`config.mk`:
```
export PLATFORM = sky130hd
export DESIGN_NAME = tt_rng_collector
export DESIGN_NICKNAME = d
export VERILOG_FILES = /design/src/rtl/tt_rng_collector.sv
export SDC_FILE = /design/constraint.sdc
export NUM_CORES = 1
export LEC_CHECK = 0
export CAP_MARGIN = 20
export CORE_MARGIN = 2
export CORE_UTILIZATION = 35
export CTS_CLUSTER_SIZE = 20
export DETAILED_ROUTE_END_ITERATION = 12
export PLACE_DENSITY = 0.59
export SYNTH_ARGS = -nofsm -noshare
export SYNTH_HDL_FRONTEND = slang
export SYNTH_SLANG_ARGS = --single-unit
```
`constraint.sdc`:
```
create_clock -name i_clk -period 2.9 [get_ports i_clk]
set_input_delay 0.58 -clock i_clk [delete_from_list [all_inputs] [get_ports i_clk]]
set_output_delay 0.58 -clock i_clk [all_outputs]
set_load 0.01 [all_outputs]
```
`src/rtl/tt_rng_collector.sv`:
```
// tt_rng_collector: packs debiased random bits MSB-first into WIDTH-bit words,
// presents them on a valid/ready port and runs a repetition-count health test.
// A completed word that cannot reach the port waits in the shift register (HOLD)
// while later bits are dropped and counted.
module tt_rng_collector #(
    parameter int WIDTH     = 8,
    parameter int REP_LIMIT = 8
) (
    input  logic             i_clk,
    input  logic             i_rst_n,
    input  logic             i_en,
    input  logic             i_bit_in,
    input  logic             i_bit_valid,
    output logic [WIDTH-1:0] o_word_out,
    output logic             o_word_valid,
    input  logic             i_word_ready,
    output logic             o_health_fail,
    input  logic             i_clr_fail,
    output logic [7:0]       o_drop_cnt
);

    localparam int CW = $clog2(WIDTH + 1);
    localparam int RW = $clog2(REP_LIMIT + 1);

    typedef enum logic [1:0] {
        ST_COLLECT = 2'd0,
        ST_HOLD    = 2'd1,
        ST_FAIL    = 2'd2
    } state_t;

    state_t           r_state;
    logic [WIDTH-1:0] r_shreg;
    logic [CW-1:0]    r_cnt;
    logic [RW-1:0]    r_run;
    logic             r_last;
    logic [WIDTH-1:0] r_word;
    logic             r_wvalid;
    logic             r_fail;
    logic [7:0]       r_drop;

    logic             w_acc;
    logic             w_pop;
    logic             w_port_free;
    logic [RW-1:0]    w_run_nxt;
    logic             w_trip;
    logic [WIDTH-1:0] w_shifted;

    // Bits only count while collecting or holding; FAIL ignores the stream.
    assign w_acc       = i_en & i_bit_valid & (r_state != ST_FAIL);
    assign w_pop       = r_wvalid & i_word_ready;
    assign w_port_free = ~r_wvalid | w_pop;
    assign w_run_nxt   = ((r_run != '0) && (i_bit_in == r_last)) ? r_run + 1'b1 : RW'(1);
    assign w_trip      = w_acc & (w_run_nxt == RW'(REP_LIMIT));
    assign w_shifted   = {r_shreg[WIDTH-2:0], i_bit_in};

    assign o_word_out    = r_word;
    assign o_word_valid  = r_wvalid;
    assign o_health_fail = r_fail;
    assign o_drop_cnt    = r_drop;

    // Collector state machine, health test, output register and drop counter.
    always_ff @(posedge i_clk) begin
        if (!i_rst_n) begin
            r_state  <= ST_COLLECT;
            r_shreg  <= '0;
            r_cnt    <= '0;
            r_run    <= '0;
            r_last   <= 1'b0;
            r_word   <= '0;
            r_wvalid <= 1'b0;
            r_fail   <= 1'b0;
            r_drop   <= '0;
        end else begin
            // A pop empties the port unless a new word loads on the same edge below.
            if (w_pop) r_wvalid <= 1'b0;

            if (w_acc) begin
                r_run  <= w_run_nxt;
                r_last <= i_bit_in;
            end

            case (r_state)
                ST_COLLECT: begin
                    if (w_trip) begin
                        // Trip beats word completion: the partial word is lost.
                        r_fail  <= 1'b1;
                        r_state <= ST_FAIL;
                        r_cnt   <= '0;
                        r_shreg <= '0;
                    end else if (w_acc) begin
                        r_shreg <= w_shifted;
                        if (r_cnt == CW'(WIDTH - 1)) begin
                            r_cnt <= '0;
                            if (w_port_free) begin
                                r_word   <= w_shifted;
                                r_wvalid <= 1'b1;
                            end else begin
                                r_state <= ST_HOLD;
                            end
                        end else begin
                            r_cnt <= r_cnt + 1'b1;
                        end
                    end
                end
                ST_HOLD: begin
                    // Every accepted bit here is discarded, including one on the
                    // transfer cycle or one that trips the health test.
                    if (w_acc && r_drop != 8'hFF) r_drop <= r_drop + 8'd1;
                    if (w_trip) begin
                        r_fail  <= 1'b1;
                        r_state <= ST_FAIL;
                        r_cnt   <= '0;
                        r_shreg <= '0;
                    end else if (w_port_free) begin
                        r_word   <= r_shreg;
                        r_wvalid <= 1'b1;
                        r_cnt    <= '0;
                        r_state  <= ST_COLLECT;
                    end
                end
                ST_FAIL: begin
                    if (i_clr_fail) begin
                        r_fail  <= 1'b0;
                        r_run   <= '0;
                        r_cnt   <= '0;
                        r_state <= ST_COLLECT;
                    end
                end
                default: r_state <= ST_COLLECT;
            endcase
        end
    end

endmodule

```
Yosys cells after proc, flatten, opt, wreduce, memory -nomap -nowiden:

Index checks and enable logic that the tools add are counted.
W data, S select, Z words.

* flip-flop bits (word level): 37
* input bits: 7
* output and inout port bits: 18
* word-level logic and storage cells: 92

* add/sub/neg operators: 3
* equal/unequal tests: 20
* mux-type cells: 40
* bitwise gates (word level): 6
* reduce and logical (&&, ||, !) cells: 14

Operators with widths (count)
* $mux W8: 9
* $mux W4: 10
* $pmux W8 S2: 2
* $ne A2 B2 Y1 const B: 9
* $mux W2: 7
* $ne A3 B3 Y1 const B: 4
* $pmux W4 S3: 1
* $add A4 B1 Y4 const B: 2
* $add A8 B1 Y8 const B: 1
* $mux W1: 8
* $ne A8 B8 Y1 const B: 1
* $reduce_and A7 Y1: 1
* $pmux W2 S3: 1
* $reduce_and A3 Y1: 2
* $reduce_and A5 Y1: 1
* $and A1 B1 Y1: 4
* $eq A4 B3 Y1 const B: 1
* $eq A4 B4 Y1 const B: 1
* $pmux W1 S2: 2
* $reduce_and A4 Y1: 1
* $reduce_bool A2 Y1: 2
* $reduce_bool A4 Y1: 1
* $reduce_bool A3 Y1: 1
* $eq A2 B1 Y1 const B: 1
* other kinds (9): 10

Depth between registers and ports, before layout:

* word-level depth: 7
* mapped depth: 9
* depth with buffers taken out: 7

Worst setup path after synthesis:

OpenSTA, ideal clock, no wires.

* kind: register to register
* start: register r_run[0]
* end: register r_shreg[0]
* library setup time: 117 ps
* arrival: 1922 ps
* data required time: 2783 ps
* setup slack: 860 ps
* stages on the path, launching flop included: 8
* buffers on the path: 1
* period minus slack after synthesis: 2040 ps
* cell sequence: dfxtp_1 -> ha_1 -> or3b_4 -> a311oi_4 -> a31oi_1 -> nand2b_1 -> buf_6 -> a32o_1

* cells in the longest elaborated chain, start to end: 7
* elaborated cells between the ends (all ways): 11
* those cells by class: add/sub (1); eq/ne (3); mux (3); bitwise (1); reduce/logical (3)

RTL lines
* from (decl): RTL line 34 `logic [RW-1:0] r_run;`
* from (signal assigned): RTL line 78 `r_run <= w_run_nxt;`
* branches (longest 2 deep; another with $add A4 B1 Y4)
* $mux W4 *: RTL line 52 `assign w_run_nxt = ((r_run != '0) && (i_bit_in == r_last)) ? r_run + 1'b1 : RW'(1);`
* $eq A4 B4 Y1 *: RTL line 53 `assign w_trip = w_acc & (w_run_nxt == RW'(REP_LIMIT));`
* $and A1 B1 Y1 *: RTL line 53
* $ne A3 B3 Y1 (no line) (tied with other cells)
* $reduce_and A3 Y1 (no line) / $pmux W8 S2 (equally long branches)
* to (signal assigned): RTL line 91 `r_shreg <= w_shifted;`
* to (decl): RTL line 32 `logic [WIDTH-1:0] r_shreg;`

Every way passes the cells marked *.
A chain may end at the register's enable or synchronous reset.

Worst setup path after layout:

* start: input port i_bit_in
* end: register r_word[0] (netlist: o_word_out[0])

* cells in the longest elaborated chain, start to end: 7
* elaborated cells between the ends (all ways): 13
* those cells by class: eq/ne (4); mux (6); bitwise (1); reduce/logical (2)

RTL lines
* from (decl): RTL line 12 `input logic i_bit_in,`
* $eq A1 B1 Y1: RTL line 52
* $logic_and A1 B1 Y1: RTL line 52
* $mux W4: RTL line 52
* $eq A4 B4 Y1: RTL line 53
* $and A1 B1 Y1: RTL line 53
* $ne A2 B2 Y1 (no line)
* $reduce_and A7 Y1 (no line)
* to (signal assigned): RTL line 95 `r_word <= w_shifted;`
* to (signal assigned): RTL line 115 `r_word <= r_shreg;`
* to (decl): RTL line 36 `logic [WIDTH-1:0] r_word;`

Parallel ways exist; a longest one is shown, timed or not. The select of a mux whose other input is x is not followed.

==> results.toml <==
[setup_path]
worstPathCellList = "clkdlybuf4s50_1 > xor2_1 > a211oi_2 > a211oi_2 > nand2_1 > o211a_1"
r2r_start = "r_run[0]"
reg2reg_depth = 6
critPathMaxStageDelay_ns = 0.79
ff2ff_setup_slack_ns = 0.64
cp_data_required_time_ns = 3.09
crit_path_end_kind = "flip-flop"
start_kind = "primary input"
crit_path_end = "o_word_out[0]"
reg2reg_to = "r_shreg[6]"
critPathMaxFanout = 16
worstSetupPathType = "primary input to flip-flop"
critPathBufInv = 1
cp_top_family = "compound AO/OA/AOI/OAI gates"
cp.depth = 6
crit_path_frequent_cell = "a211oi_2"
cpMaxStageDelayCell = "a211oi_2"
crit_start = "i_bit_in"
cp.arrival_ns = 2.62

[timing]
hold_viol_final = 0
fin_worst_skew_ns = 0.00652
setup_viol = 0
final.setup.tns_ns = 0
grt_setup_unrepaired = "no"
min_period_ns = 2.42
clock.fmax_mhz = 413
max_slew_margin_pct = 40.3
fin_crit_sh_pct = 83.6
worst_pin_slew_ns = 0.895
slew_viol_final = 0

[synth]
synth_simple_gate_area_share_pct = 20.7
ys_ff_latch = 37
syn_inst = 206
synth_top_family_by_area = "compound AO/OA/AOI/OAI gates"
synth_edf_count = 0
synth.area.mux_share_pct = 4.69
syn_area_sq_um = 1920
yosys.area_share.xor_xnor_pct = 2.74
ys.flop_type = "dfxtp_1"
synth.distinct_cells = 47
postSynthAreaPerCell_sq_um = 9.32
syn_nets = 221
seq_area_frac_synth_pct = 38.6
synth_compound_area_share_pct = 24.0
yosysWarnings = 0
async_reset_ff_share_pct = 0
synth-adder-area-share_pct = 5.21

[clock_tree]
cts.htree.levels = 2
cts_tree = "built"
post-cts-setup-buffer-count = 0
cts_root_buf = "clkbuf_8"
clk_latency_ns = 0.29
clockBufferDepth = 2
cts_hold_buf = 0
numCtsBuffers = 5
cts_resized = 0
cts.sinks = 37
path_clk_slew_ns = 0.08

[route]
drc = 0
finalWirelength_um = 3850
post_drt_wl_per_cell_um = 12.8
drtAntennaViolNets = 0
drtIter0Drc = 72
vias_per_cell = 5.27
drt-pass1-iter-count = 4
vias = 1586

[pwr]
p_leak_nw = 0.934
p_seq_share_pct = 47.0
swShare_pct = 20.4
powerDensity_nw_per_um2 = 467
p_comb_share_pct = 4.7
clockPowerShare_pct = 48.3
p_total_w = 0.00110
power.net_switching_w = 0.000224
peakVddDrop_v = 0.000234
intPower_w = 0.000876

[die]
boundaryPins = 25
rows = 26
die_y_um = 78.1
initial_utilization_pct = 36.9
design.die.area_sq_um = 6100
coreArea_sq_um = 5200
die_w_um = 78.1

[global_route]
grt_antenna_before_repair = 0
grt_use_total_pct = 13.8
grt_start_max_net_pins = 19
grt_pass1_vias = 1433
grt_overflow_total = 0
grt_pass1_wl_um = 6780

[placed_design]
place_congestion = 0.747
port-buffer-count = 24
place_hpwl_um = 2800
dpl_cell_area_sq_um = 2220

[worst_hold_path]
hp-class = "flip-flop to flip-flop"
min_path_cells = 2

[layout]
synthToLayoutAreaGrowth_pct = 22.7
fin_area_sq_um = 2360
layout.cells.most_common_list = "dfxtp_1, clkdlybuf4s50_1, nand2_1"
nNetsFinal = 245
final_common_cell = "dfxtp_1"
layout-drive-gt1-share_pct = 7.36
fillCellCount = 513
diodes = 0
utilization_pct = 45.3

[run]
drv_cap = 0

[outcome]
status = "finished clean"
-- kinds of logic after synthesis --
logic type      after synthesis
simple gates                 73
flops                        37
buf+inv                      17
xor+xnor                      6
fa+ha+maj                     8
mux                           9
compound gates               56
-- per-layer routing --
metal	GRT usage, %	routed length [um]	part of all wire, %
met5	0	0	0
met4	5.79	62	1.6
met3	3.10	106	2.8
met2	21.9	1750	45
met1	18.2	1940	50
-- flip-flops by register name (all words and copies together), names as in the netlist --
| name | count |
|---|---|
| r_run | 4 |
| r_shreg | 8 |
| o_word_valid | 1 |
| o_health_fail | 1 |
| r_state | 2 |
| o_drop_cnt | 8 |
| o_word_out | 8 |
| r_last | 1 |
| r_cnt | 4 |
-- cell usage after synthesis (6+ instances only) --
master | count | area, sq um
mux2i_1 | 9 | 90.1
nor2b_1 | 6 | 37.5
nor2_1 | 10 | 37.5
o21ai_0 | 9 | 45.0
a32o_1 | 8 | 80.1
inv_1 | 6 | 22.5
nand2_1 | 19 | 71.3
and2_1 | 8 | 50.1
ha_1 | 8 | 100
nand3_1 | 7 | 35.0
dfxtp_1 | 37 | 741
clkbuf_1 | 6 | 22.5
o211a_1 | 9 | 90.1
-- worst reg2reg max path, stage by stage, from the launching register on --
cell,delay [ns]
dfxtp_1,0.36
ha_1,0.28
or3b_4,0.40
a311oi_4,0.39
a31oi_1,0.13
nand2b_1,0.28
a32o_1,0.31
-- layout make-up --
| class | count | area (sq um) | area share (%) |
|---|---|---|---|
| Multi-Input combinational cell | 152 | 1100 | 46.7 |
| Sequential cell | 37 | 741 | 31.4 |
| Timing Repair Buffer | 28 | 270 | 11.5 |
| Tap cell | 70 | 87.6 | 3.72 |
| Clock buffer | 5 | 68.8 | 2.92 |
| Clock inverter | 3 | 65.1 | 2.76 |
| Inverter | 6 | 22.5 | 0.956 |
-- per-stage QoR --
| step | instances | worst slack (ns) | hold slack (ns) |
|---|---|---|---|
| 2_1_floorplan | 206 | 0.860 | 0.455 |
| 3_3_place_gp | 293 | 0.227 | 0.470 |
| 3_5_place_dp | 293 | 0.133 | 0.472 |
| 4_1_cts | 301 | 0.449 | 0.483 |
| 5_1_grt | 301 | 0.227 | 0.522 |
| 6_report | 301 | 0.476 | 0.482 |
-- worst min-delay path by stage --
| stage | startpoint | to | slack [ns] |
|---|---|---|---|
| 4_1_cts | r_last | r_last | 0.48 |
| 3_5_place_dp | r_last | r_last | 0.47 |
| 2_1_floorplan | r_last | r_last | 0.46 |
| 6_report | r_last | r_last | 0.48 |
| 5_1_grt | o_word_out[3] | o_word_out[3] | 0.52 |
| 3_3_place_gp | r_last | r_last | 0.47 |
-- power by group through the flow --
stage / logic (W) / registers [W] / clock network, W
6_report: 0.0000516 / 0.000517 / 0.000532
3_5_place_dp: 0.0000518 / 0.000529 / 0
2_1_floorplan: 0.0000348 / 0.000528 / 0
4_1_cts: 0.0000524 / 0.000517 / 0.000546
5_1_grt: 0.0000574 / 0.000518 / 0.000569
3_3_place_gp: 0.0000516 / 0.000529 / 0
No activity file was read; power rests on OpenSTA's default activity.
